--- src/rtl/fetch_stage_if.sv ---
// Instruction-memory request/response bus between the fetch stage (master)
// and instruction memory (slave).
interface fetch_stage_if;
    logic        imem_req;
    logic [31:0] imem_addr;
    logic        imem_ack;
    logic [31:0] imem_rdata;

    modport master (output imem_req, imem_addr, input imem_ack, imem_rdata);
    modport slave  (input imem_req, imem_addr, output imem_ack, imem_rdata);
endinterface

--- src/rtl/fetch_stage.sv ---
// Instruction-fetch front end: PC, one-outstanding imem handshake, prefetch FIFO, IF/ID register.
// Optional FETCH_PERF_EN adds perf_fetched / perf_bubbles saturating counters.
module fetch_stage #(
    parameter logic [31:0] RESET_PC = 32'h0000_0000,
    parameter int          DEPTH    = 4
) (
    input  logic                 clk,
    input  logic                 Reset,
`ifdef FETCH_PERF_EN
    output logic [31:0]          perf_fetched,
    output logic [31:0]          perf_bubbles,
`endif
    fetch_stage_if.master        imem,
    input  logic                 stall,
    input  logic                 branch_taken,
    input  logic [31:0]          branch_target,
    output logic                 IF_ID_valid,
    output logic [31:0]          IF_ID_instr,
    output logic [31:0]          IF_ID_pc
);
    localparam int             AW        = $clog2(DEPTH);
    localparam logic [AW:0]    CNT_DEPTH = (AW+1)'(DEPTH);

    typedef enum logic [1:0] {S_IDLE, S_FETCH, S_FLUSH} state_t;
    typedef struct packed {
        logic [31:0] pc;
        logic [31:0] instr;
    } entry_t;

    state_t        r_state, w_nxt_state;
    logic [31:0]   r_pc, r_tgt, w_pc_nxt, w_tgt_nxt, w_btgt;
    logic          r_req, w_req_nxt, w_ack, w_push, w_pop;
    logic [AW:0]   r_count, w_count_nxt;
    logic [AW-1:0] r_wptr, r_rptr;
    entry_t        r_mem [DEPTH];
    logic          w_unused;

    assign w_btgt         = {branch_target[31:2], 2'b00};
    assign w_unused       = ^branch_target[1:0];
    assign w_ack          = r_req & imem.imem_ack;
    assign imem.imem_req  = r_req;
    assign imem.imem_addr = r_pc;

    always_ff @(posedge clk or negedge Reset) begin
        if (!Reset) r_state <= S_IDLE;
        else        r_state <= w_nxt_state;
    end

    // A redirect with an un-acked request outstanding must drain that request first.
    always_comb begin
        w_nxt_state = r_state;
        case (r_state)
            S_IDLE:  w_nxt_state = S_FETCH;
            S_FETCH: if (branch_taken && r_req && !imem.imem_ack) w_nxt_state = S_FLUSH;
            S_FLUSH: if (imem.imem_ack) w_nxt_state = S_FETCH;
            default: w_nxt_state = S_IDLE;
        endcase
    end

    always_comb begin
        w_push      = (r_state == S_FETCH) && w_ack && !branch_taken;
        w_pop       = !stall && !branch_taken && (r_count != '0);
        w_count_nxt = r_count + (AW+1)'(w_push) - (AW+1)'(w_pop);
        if (branch_taken) w_count_nxt = '0;
        w_pc_nxt  = r_pc;
        w_tgt_nxt = r_tgt;
        w_req_nxt = r_req;
        case (r_state)
            S_IDLE: begin
                w_req_nxt = 1'b1;
                if (branch_taken) w_pc_nxt = w_btgt;
            end
            S_FETCH: begin
                if (branch_taken) begin
                    if (r_req && !imem.imem_ack) w_tgt_nxt = w_btgt;
                    else begin
                        w_pc_nxt  = w_btgt;
                        w_req_nxt = 1'b1;
                    end
                end else if (w_ack || !r_req) begin
                    // Issue guard: count after this edge plus the new request must fit.
                    if (w_ack) w_pc_nxt = r_pc + 32'd4;
                    w_req_nxt = (w_count_nxt < CNT_DEPTH);
                end
            end
            S_FLUSH: begin
                if (branch_taken) w_tgt_nxt = w_btgt;
                if (imem.imem_ack) begin
                    w_pc_nxt  = branch_taken ? w_btgt : r_tgt;
                    w_req_nxt = 1'b1;
                end
            end
            default: ;
        endcase
    end

    always_ff @(posedge clk or negedge Reset) begin
        if (!Reset) begin
            r_pc        <= RESET_PC;
            r_tgt       <= RESET_PC;
            r_req       <= 1'b0;
            r_count     <= '0;
            r_wptr      <= '0;
            r_rptr      <= '0;
            IF_ID_valid <= 1'b0;
            IF_ID_instr <= 32'h0;
            IF_ID_pc    <= 32'h0;
        end else begin
            r_pc    <= w_pc_nxt;
            r_tgt   <= w_tgt_nxt;
            r_req   <= w_req_nxt;
            r_count <= w_count_nxt;
            if (branch_taken) begin
                r_wptr <= '0;
                r_rptr <= '0;
            end else begin
                if (w_push) r_wptr <= r_wptr + AW'(1);
                if (w_pop)  r_rptr <= r_rptr + AW'(1);
            end
            if (branch_taken) IF_ID_valid <= 1'b0;
            else if (!stall) begin
                IF_ID_valid <= w_pop;
                if (w_pop) begin
                    IF_ID_pc    <= r_mem[r_rptr].pc;
                    IF_ID_instr <= r_mem[r_rptr].instr;
                end
            end
        end
    end

    always_ff @(posedge clk) begin
        if (w_push) r_mem[r_wptr] <= '{pc: r_pc, instr: imem.imem_rdata};
    end

`ifdef FETCH_PERF_EN
    always_ff @(posedge clk or negedge Reset) begin
        if (!Reset) begin
            perf_fetched <= 32'h0;
            perf_bubbles <= 32'h0;
        end else begin
            if (w_push && perf_fetched != 32'hFFFF_FFFF) perf_fetched <= perf_fetched + 32'd1;
            if (!stall && !w_pop && perf_bubbles != 32'hFFFF_FFFF) perf_bubbles <= perf_bubbles + 32'd1;
        end
    end
`endif
endmodule
--- src/flat_wrapper.sv ---
// flat-port wrapper written by rule: the top's interface ports become plain ports
module fetch_stage_flat 
#(
    parameter logic [31:0] RESET_PC = 32'h0000_0000,
    parameter int          DEPTH    = 4
)
  (clk, Reset, stall, branch_taken, branch_target, IF_ID_valid, IF_ID_instr, IF_ID_pc, imem_imem_req, imem_imem_addr, imem_imem_ack, imem_imem_rdata);
  fetch_stage_if imem_i ();
  input  logic clk;
  input  logic Reset;
  input  logic stall;
  input  logic branch_taken;
  input  logic [31:0] branch_target;
  output logic IF_ID_valid;
  output logic [31:0] IF_ID_instr;
  output logic [31:0] IF_ID_pc;
  output wire logic [$bits(imem_i.imem_req)-1:0] imem_imem_req;
  output wire logic [$bits(imem_i.imem_addr)-1:0] imem_imem_addr;
  input wire logic [$bits(imem_i.imem_ack)-1:0] imem_imem_ack;
  input wire logic [$bits(imem_i.imem_rdata)-1:0] imem_imem_rdata;
  assign imem_imem_req = imem_i.imem_req;
  assign imem_imem_addr = imem_i.imem_addr;
  assign imem_i.imem_ack = imem_imem_ack;
  assign imem_i.imem_rdata = imem_imem_rdata;
  fetch_stage #(.RESET_PC(RESET_PC), .DEPTH(DEPTH)) u_core (.clk(clk), .Reset(Reset), .imem(imem_i), .stall(stall), .branch_taken(branch_taken), .branch_target(branch_target), .IF_ID_valid(IF_ID_valid), .IF_ID_instr(IF_ID_instr), .IF_ID_pc(IF_ID_pc));
endmodule
--- config.mk ---
export PLATFORM = sky130hd
export DESIGN_NAME = fetch_stage_flat
export DESIGN_NICKNAME = d
export VERILOG_FILES = /design/src/rtl/fetch_stage_if.sv /design/src/rtl/fetch_stage.sv /design/src/flat_wrapper.sv
export SDC_FILE = /design/constraint.sdc
export NUM_CORES = 1
export LEC_CHECK = 0
export ABC_CLOCK_PERIOD_IN_PS = 3660
export CAP_MARGIN = 20
export CORE_MARGIN = 3
export CORE_UTILIZATION = 52
export DETAILED_ROUTE_END_ITERATION = 8
export GPL_ROUTABILITY_DRIVEN = 0
export PLACE_DENSITY_LB_ADDON = 0.05
export SLEW_MARGIN = 30
export SYNTH_ARGS = -nofsm -noshare
export SYNTH_HDL_FRONTEND = slang
export SYNTH_SLANG_ARGS = --single-unit
--- constraint.sdc ---
create_clock -name clk -period 3.66 [get_ports clk]
set_clock_uncertainty 0.1 [all_clocks]
set_input_delay 0.549 -clock clk [delete_from_list [all_inputs] [get_ports clk]]
set_output_delay 0.549 -clock clk [all_outputs]
set_load 0.05 [all_outputs]
==> results of run 1 <==
-- power groups by stage --
stage                     logic [mW]  registers (mW)  clock network [mW]
after global routing            6.02            6.78                4.25
final                           5.63            6.63                3.96
after detailed placement        5.66            6.73                   0
after CTS                       5.68            6.64                4.05
after global placement          5.59            6.69                   0
after floorplan                 2.39            8.02                   0
-- worst paths after layout --
kind	startpoint	to	slack [ns]	depth (start not counted)
min in group asynchronous	Reset	u_core.IF_ID_instr[23]	0.52	2
max reg2reg	u_core.r_state[1]	u_core.r_mem[2][20]	0.74	6
max	u_core.r_state[1]	u_core.r_mem[2][20]	0.74	6
min reg2reg	u_core.IF_ID_instr[10]	u_core.IF_ID_instr[10]	0.37	2
max in group asynchronous	Reset	u_core.IF_ID_pc[22]	2.18	3
min	u_core.IF_ID_instr[10]	u_core.IF_ID_instr[10]	0.37	2
-- cell families (layout without fill, tap and decap cells) --
| kind of cell | Yosys count | in the layout |
|---|---|---|
| DFF | 395 | 395 |
| and+or+nand+nor | 336 | 336 |
| AOI/OAI and AO/OA | 141 | 141 |
| muxes | 97 | 97 |
| buffers and inverters | 68 | 281 |
| adders and majority gates | 12 | 12 |
| xor gates and xnor gates | 5 | 5 |
-- worst min-delay path, delay by kind of cell (launching register included) --
| family | cells | cell delay [ns] |
|---|---|---|
| DFF | 1 | 0.34 |
| and+or+nand+nor | 2 | 0.10 |
-- sequential cells by signal (all words and copies together), names as in the netlist --
name                   cells
u_core.IF_ID_valid         1
u_core.r_wptr              2
u_core.IF_ID_instr        32
u_core.r_mem             256
u_core.imem.imem_req       1
u_core.r_rptr              2
u_core.imem.imem_addr     32
u_core.IF_ID_pc           32
u_core.r_state             2
u_core.r_tgt              32
u_core.r_count             3
-- area by class of cell --
cell class              count  area, sq um  area share
flip-flops and latches    395        11200       0.576
clock inverters            15          100     0.00516
inverters                   9         33.8     0.00174
repair buffers            195         1970       0.101
well taps                 390          488      0.0252
multi-input cells         591         4430       0.229
clock buffers              62         1200      0.0618
-- stage by stage --
step	std cells	utilization	setup WS, ns	area (sq um)
final	1657	0.649	0.743	19400
after global routing	1657	0.649	0.512	19400
after detailed placement	1579	0.605	0.517	18100
after CTS	1657	0.649	0.688	19400
after floorplan	1054	-	0.287	15800
after global placement	1579	0.605	0.551	18100
-- placed cells by master (no fill, tap or decap), types with 9 or more instances in the layout --
master / count
sky130_fd_sc_hd__clkbuf_1: 14
sky130_fd_sc_hd__edfxtp_1: 256
sky130_fd_sc_hd__nand2_1: 226
sky130_fd_sc_hd__clkbuf_16: 43
sky130_fd_sc_hd__inv_1: 9
sky130_fd_sc_hd__clkdlybuf4s50_1: 163
sky130_fd_sc_hd__mux2_2: 31
sky130_fd_sc_hd__a31oi_1: 12
sky130_fd_sc_hd__nor2b_1: 9
sky130_fd_sc_hd__mux4_2: 64
sky130_fd_sc_hd__dfrtp_1: 137
sky130_fd_sc_hd__nor3_1: 12
sky130_fd_sc_hd__nor2_1: 34
sky130_fd_sc_hd__a221oi_1: 9
sky130_fd_sc_hd__nand3_1: 10
sky130_fd_sc_hd__o21ai_0: 60
sky130_fd_sc_hd__nor4_1: 10
sky130_fd_sc_hd__a21oi_1: 13
sky130_fd_sc_hd__ha_1: 11
sky130_fd_sc_hd__buf_4: 23
-- metal layers --
metal | part of all wire | track usage
met4 | 0.012 | 0.0411
met2 | 0.48 | 0.346
met1 | 0.45 | 0.312
met3 | 0.050 | 0.0365
met5 | 0 | 0
-- timing repair --
item / in CTS / in global routing
hold buffers: 1 / 0
resized for setup: 0 / 0
endpoints found under the hold margin: 1 / 0
==> qor.json, run 1 <==
{
  "power_and_ir_drop": {
    "worst_ir_drop_vdd_uv": 704,
    "combPwrFrac": 0.347,
    "p_leak_nw": 7.14,
    "power.sequential.fraction": 0.409,
    "power_density_nw_per_um2": 836,
    "clkPwrFrac": 0.244,
    "fin_total_pwr_mw": 16.2,
    "fraction_of_power_spent_switching_nets": 0.367,
    "p_sw_mw": 5.96,
    "cellInternalPower_mw": 10.3
  },
  "grt": {
    "grt_usage": 0.213,
    "antenna_found_initial": 0,
    "vias_in_the_first_global_route": 9476,
    "grt_first_pass_wirelength_microns": 54900,
    "grt_start_max_net_pins": 85,
    "grt_overflow": 0
  },
  "floorplan": {
    "total_number_of_placement_rows": 63,
    "start_util": 0.530,
    "ios": 167,
    "die_height_microns": 181,
    "placeableCoreArea_sq_um": 29900,
    "die_area_sq_um": 32600,
    "die_x_microns": 181
  },
  "drt": {
    "routed_wirelength_microns": 34400,
    "drtAntennaViolNets": 0,
    "detail_route.wl_per_cell_microns": 20.8,
    "drtPass1Iterations": 7,
    "drt_drc_violations_left": 0,
    "vias_per_cell": 5.67,
    "via_count": 9400,
    "first_iter_violations": 756
  },
  "logic_synthesis": {
    "xor_xnor_fraction_of_synth_area": 0.00276,
    "synthDistinctLibCells": 57,
    "combinational_family_with_the_most_area_after_synthesis": "multiplexers",
    "synth.largest_area_cell": "sky130_fd_sc_hd__edfxtp_1",
    "ys_top_cells_by_area": "sky130_fd_sc_hd__edfxtp_1, sky130_fd_sc_hd__dfrtp_1, sky130_fd_sc_hd__mux4_2, sky130_fd_sc_hd__nand2_1, sky130_fd_sc_hd__mux2_2",
    "sequential_element_share_of_the_synthesized_area": 0.705,
    "synthCells": 1054,
    "synth.area.mux_share": 0.114,
    "synthDominantCellAreaShare": 0.485,
    "synth_adder_area_share": 0.00995,
    "number_of_synthesized_flops_with_an_enable_pin": 256,
    "yosys_warnings": 0,
    "synthArstFlopShare": 0.352,
    "synth.ff_latch_count": 395,
    "count_leader_synth": "sky130_fd_sc_hd__edfxtp_1",
    "synthSimpleGateAreaFrac": 0.0928,
    "syn_area_sq_um": 15800,
    "area_fraction_in_compound_gates_after_synthesis": 0.0583,
    "syn-num-nets": 1135,
    "post_synthesis_mean_instance_area_sq_um": 15.0,
    "synth_common_cells": "sky130_fd_sc_hd__edfxtp_1, sky130_fd_sc_hd__nand2_1, sky130_fd_sc_hd__dfrtp_1",
    "ys.flop_type": "sky130_fd_sc_hd__edfxtp_1"
  },
  "timing": {
    "worstMarginPinSlew_ns": 0.864,
    "finalSetupViolations": 0,
    "hold_violations": 0,
    "min_period_over_period": 0.797,
    "fin_hold_ws_ns": 0.370,
    "grt_setup_unrepaired": "false",
    "timing.setup.tns_ns": 0,
    "max_transition_margin": 0.424,
    "final.min_clock_period_ns": 2.92,
    "fmax_mhz": 343,
    "timing.final.max_slew_violations": 0
  },
  "run_status": {
    "status": "completed"
  },
  "clock_network": {
    "cts_inserted_buffers": 42,
    "htree_num_levels": 2,
    "reg_clk_slew_reported_paths_ns": 0.06,
    "clkSinkCount": 395,
    "deepest_clock_path_buffer_count": 3,
    "cts_tree": "built",
    "cts_root_buf": "sky130_fd_sc_hd__clkbuf_16",
    "post_cts.repair.setup_buffers": 0,
    "insertion_delay_ns": 0.52
  },
  "worst_setup_path": {
    "critical-path-max-stage-delay_ns": 0.55,
    "worst_path_max_delay_cell": "sky130_fd_sc_hd__and2_4",
    "element_type_at_the_critical_path_start": "register",
    "crit_path_cell_trace": "inv_1 -> ha_1 -> nand2b_1 -> nor2_1 -> and2_4 -> buf_4",
    "crit_type": "reg2reg",
    "critPathTopFamily": "simple AND/OR/NAND/NOR gates",
    "cp_max_fo": 30,
    "end_kind": "register",
    "crit_required_ns": 3.77,
    "critical_path_buffers_and_inverters": 2,
    "timing.critical_path.arrival_ns": 3.03
  },
  "layout": {
    "layout_area_growth_over_synthesis_pct": 22.3,
    "drive_gt1_frac": 0.159,
    "final_net_count": 1315,
    "nFillCells": 2153,
    "insertedDiodeCount": 0
  },
  "placement": {
    "port_buffers": 164,
    "post-dp-hpwl_microns": 21100
  },
  "worst_hold_path": {
    "hold_removal_path_class": "reg2reg"
  },
  "job": {
    "cap_violations": 0
  }
}
No activity file was read; power rests on OpenSTA's default activity.
==> run 2, diff against run 1 <==
--- a/config.mk
+++ b/config.mk
@@ -5,7 +5,7 @@
 export SDC_FILE = /design/constraint.sdc
 export NUM_CORES = 1
 export LEC_CHECK = 0
-export ABC_CLOCK_PERIOD_IN_PS = 3660
+export ABC_CLOCK_PERIOD_IN_PS = 2700
 export CAP_MARGIN = 20
 export CORE_MARGIN = 3
 export CORE_UTILIZATION = 52
==> constraint.sdc (replaced) <==
create_clock -name clk -period 2.7 [get_ports clk]
set_clock_uncertainty 0.1 [all_clocks]
set_input_delay 0.405 -clock clk [delete_from_list [all_inputs] [get_ports clk]]
set_output_delay 0.405 -clock clk [all_outputs]
set_load 0.05 [all_outputs]
==> run 2 against run 1 <==
  * Non-clock buffer count grew 34
  * Core utilization grew 1.5 points
  * Cell area grew 2.3%
  * Critical path depth shrank 5
  * Global-route usage grew 0.65 points
  * Sequential share of layout area shrank 1.3 points
  * Combinational power grew 49%
  * Register-to-register slack lost 0.48 ns
==> qor.json, run 2 (synthesis gave the netlist of run 1 again) <==
{
  "run_status": {
    "status": "completed"
  },
  "grt": {
    "grt_usage": {"value": 0.220, "change": "+0.00647"},
    "antenna_found_initial": {"value": 0, "change": "unchanged"},
    "grt_first_pass_wirelength": {"value": 56500, "unit": "microns", "change": "+3.0%"},
    "grt_start_max_net_pins": {"value": 68, "change": "-20%"},
    "grt_overflow": {"value": 0, "change": "unchanged"},
    "vias_in_the_first_global_route": {"value": 9927, "change": "+4.8%"}
  },
  "clock_network": {
    "cts_inserted_buffers": {"value": 42, "change": "unchanged"},
    "htree_num_levels": {"value": 2, "change": "unchanged"},
    "deepest_clock_path_buffer_count": {"value": 3, "change": "unchanged"},
    "insertion_delay": {"value": 0.53, "unit": "ns", "change": "about the same"},
    "reg_clk_slew_reported_paths": {"value": 0.06, "unit": "ns", "change": "about the same"},
    "cts_root_buf": "sky130_fd_sc_hd__clkbuf_16",
    "cts_tree": "built",
    "clkSinkCount": {"value": 395, "change": "unchanged"}
  },
  "drt": {
    "drtPass1Iterations": {"value": 5, "change": "-2"},
    "via_count": {"value": 9589, "change": "+2.0%"},
    "drt_drc_violations_left": {"value": 0, "change": "unchanged"},
    "vias_per_cell": {"value": 5.67, "change": "about the same"},
    "drtAntennaViolNets": {"value": 0, "change": "unchanged"},
    "first_iter_violations": {"value": 680, "change": "-10%"},
    "routed_wirelength": {"value": 34900, "unit": "microns", "change": "+1.2%"},
    "detail_route.wl_per_cell": {"value": 20.6, "unit": "microns", "change": "-0.91%"}
  },
  "worst_setup_path": {
    "worst_r2r_path_depth": {"value": 11, "change": "+5"},
    "critPathTopFamily": "buffers and inverters",
    "worst_path_max_delay_cell": "sky130_fd_sc_hd__clkdlybuf4s50_1",
    "critical_path_depth": {"value": 1, "change": "-5"},
    "element_type_at_the_critical_path_start": "register",
    "timing.critical_path.arrival": {"value": 2.01, "unit": "ns", "change": "-1.02 ns"},
    "critical-path-max-stage-delay": {"value": 0.89, "unit": "ns", "change": "+0.34 ns"},
    "crit_type": "reg2out",
    "critical_path_buffers_and_inverters": {"value": 1, "change": "-1"},
    "cp_max_fo": {"value": 10, "change": "-67%"},
    "crit_path_cell_trace": "clkdlybuf4s50_1",
    "crit_required": {"value": 2.19, "unit": "ns", "change": "-1.58 ns"},
    "end_kind": "output port"
  },
  "floorplan": {
    "die_x": {"value": 181, "unit": "microns", "change": "unchanged"},
    "die_area": {"value": 32600, "unit": "sq um", "change": "unchanged"},
    "ios": {"value": 167, "change": "unchanged"},
    "start_util": {"value": 0.530, "change": "unchanged"},
    "placeableCoreArea": {"value": 29900, "unit": "sq um", "change": "unchanged"},
    "total_number_of_placement_rows": {"value": 63, "change": "unchanged"},
    "die_height": {"value": 181, "unit": "microns", "change": "unchanged"}
  },
  "layout": {
    "final_net_count": {"value": 1349, "change": "+2.6%"},
    "insertedDiodeCount": {"value": 0, "change": "unchanged"},
    "final-instance-count-excl-fill": {"value": 1692, "change": "+2.1%"},
    "utilization": {"value": 0.664, "change": "+0.0146"},
    "nFillCells": {"value": 2177, "change": "+1.1%"},
    "largest-register": "u_core.r_mem",
    "layout_commonest_cell": "sky130_fd_sc_hd__edfxtp_1",
    "most-common-layout-cells": "sky130_fd_sc_hd__edfxtp_1, sky130_fd_sc_hd__nand2_1, sky130_fd_sc_hd__clkdlybuf4s50_1",
    "layout_area_growth_over_synthesis_pct": 25.1,
    "drive_gt1_frac": {"value": 0.181, "change": "+0.0218"},
    "largest_register_ffs": {"value": 256, "change": "unchanged"}
  },
  "power_and_ir_drop": {
    "p_leak": {"value": 7.38, "unit": "nW", "change": "+3.4%"},
    "worst_ir_drop_vdd": {"value": 737, "unit": "uV", "change": "+4.6%"},
    "power_density": {"value": 1140, "unit": "nW/um^2", "change": "+36%"}
  },
  "timing": {
    "min_period_over_period": 0.931,
    "grt_setup_unrepaired": "false",
    "fmax_mhz": 398,
    "timing.final.max_slew_violations": {"value": 0, "change": "unchanged"},
    "timing.setup.tns": {"value": 0, "unit": "ns", "change": "unchanged"},
    "postLayoutSetupSlackWorst": {"value": 0.187, "unit": "ns", "change": "-0.556 ns"},
    "worstMarginPinSlew": {"value": 0.878, "unit": "ns", "change": "+0.0134 ns"},
    "hold_violations": {"value": 0, "change": "unchanged"},
    "max_transition_margin": {"value": 0.415, "change": "-0.00894"},
    "final.min_clock_period_ns": 2.51,
    "finalSetupViolations": {"value": 0, "change": "unchanged"}
  },
  "worst_hold_path": {
    "hold_removal_path_class": "in2async"
  },
  "placement": {
    "numPlacedInstances": {"value": 1613, "change": "+2.2%"},
    "post-dp-hpwl": {"value": 22000, "unit": "microns", "change": "+4.1%"},
    "port_buffers": {"value": 164, "change": "unchanged"},
    "place_ws": {"value": -0.0170, "unit": "ns", "change": "-0.534 ns"}
  },
  "job": {
    "cap_violations": {"value": 0, "change": "unchanged"}
  }
}
## run 2: changes by cell type in the layout (fill, tap and decap cells not counted), sizes merged
cell | previous run | this run
clkinv | 12 | 13
clkbuf | 62 | 63
buf | 31 | 65
clkinvlp | 1 | 0
bufinv | 1 | 2
inv | 10 | 9
## run 2: power breakdown
group	total (mW)	internal [mW]	switching, mW
combinational	8.38	3.25	5.13
sequential	8.67	7.83	0.844
clock	5.47	3.23	2.24
total	22.5	14.3	8.21
## run 2: routing by layer
layer  GRT usage  part of all wire  vias up
li1            -                 -     4408
met1       0.323              0.45     4834
met2       0.363              0.49      310
met3      0.0303             0.054       37
met4      0.0402             0.012        0
met5           0                 0        -
## run 2: layout make-up
type / count / area [sq um] / share of cell area
clock buffer: 63 / 1180 / 0.0596
inverter: 9 / 33.8 / 0.00170
clock inverter: 15 / 148 / 0.00745
sequential: 395 / 11200 / 0.564
multi-input combinational: 591 / 4430 / 0.223
timing repair buffer: 229 / 2370 / 0.120
tap: 390 / 488 / 0.0246
## run 2: worst paths after layout
check                                         end  slack (ns)                      start
setup / recovery               imem_imem_addr[24]        0.19  u_core.imem.imem_addr[24]
setup reg to reg             u_core.imem.imem_req        0.26          u_core.r_state[1]
min in group clk            u_core.IF_ID_instr[9]        0.37      u_core.IF_ID_instr[9]
hold / removal             u_core.IF_ID_instr[20]        0.27                      Reset
max in group asynchronous        u_core.r_tgt[20]        1.41                      Reset
hold reg to reg             u_core.IF_ID_instr[9]        0.37      u_core.IF_ID_instr[9]
## run 2: what timing repair did
| item | CTS | global route |
|---|---|---|
| resized for setup | 0 | 0 |
| setup buffers | 0 | 0 |
| hold endpoints to repair | 34 | 0 |
| hold buffers | 1 | 0 |
## run 2: per-stage QoR
step | power (mW) | hold slack [ns] | instance area, sq um
finish | 22.5 | 0.275 | 19800
global route | 23.7 | 0.298 | 19800
CTS | 22.7 | 0.259 | 19800
detailed placement | 17.2 | 0.247 | 18500
global placement | 17.1 | 0.242 | 18500
floorplan | 14.1 | 0.00941 | 15900
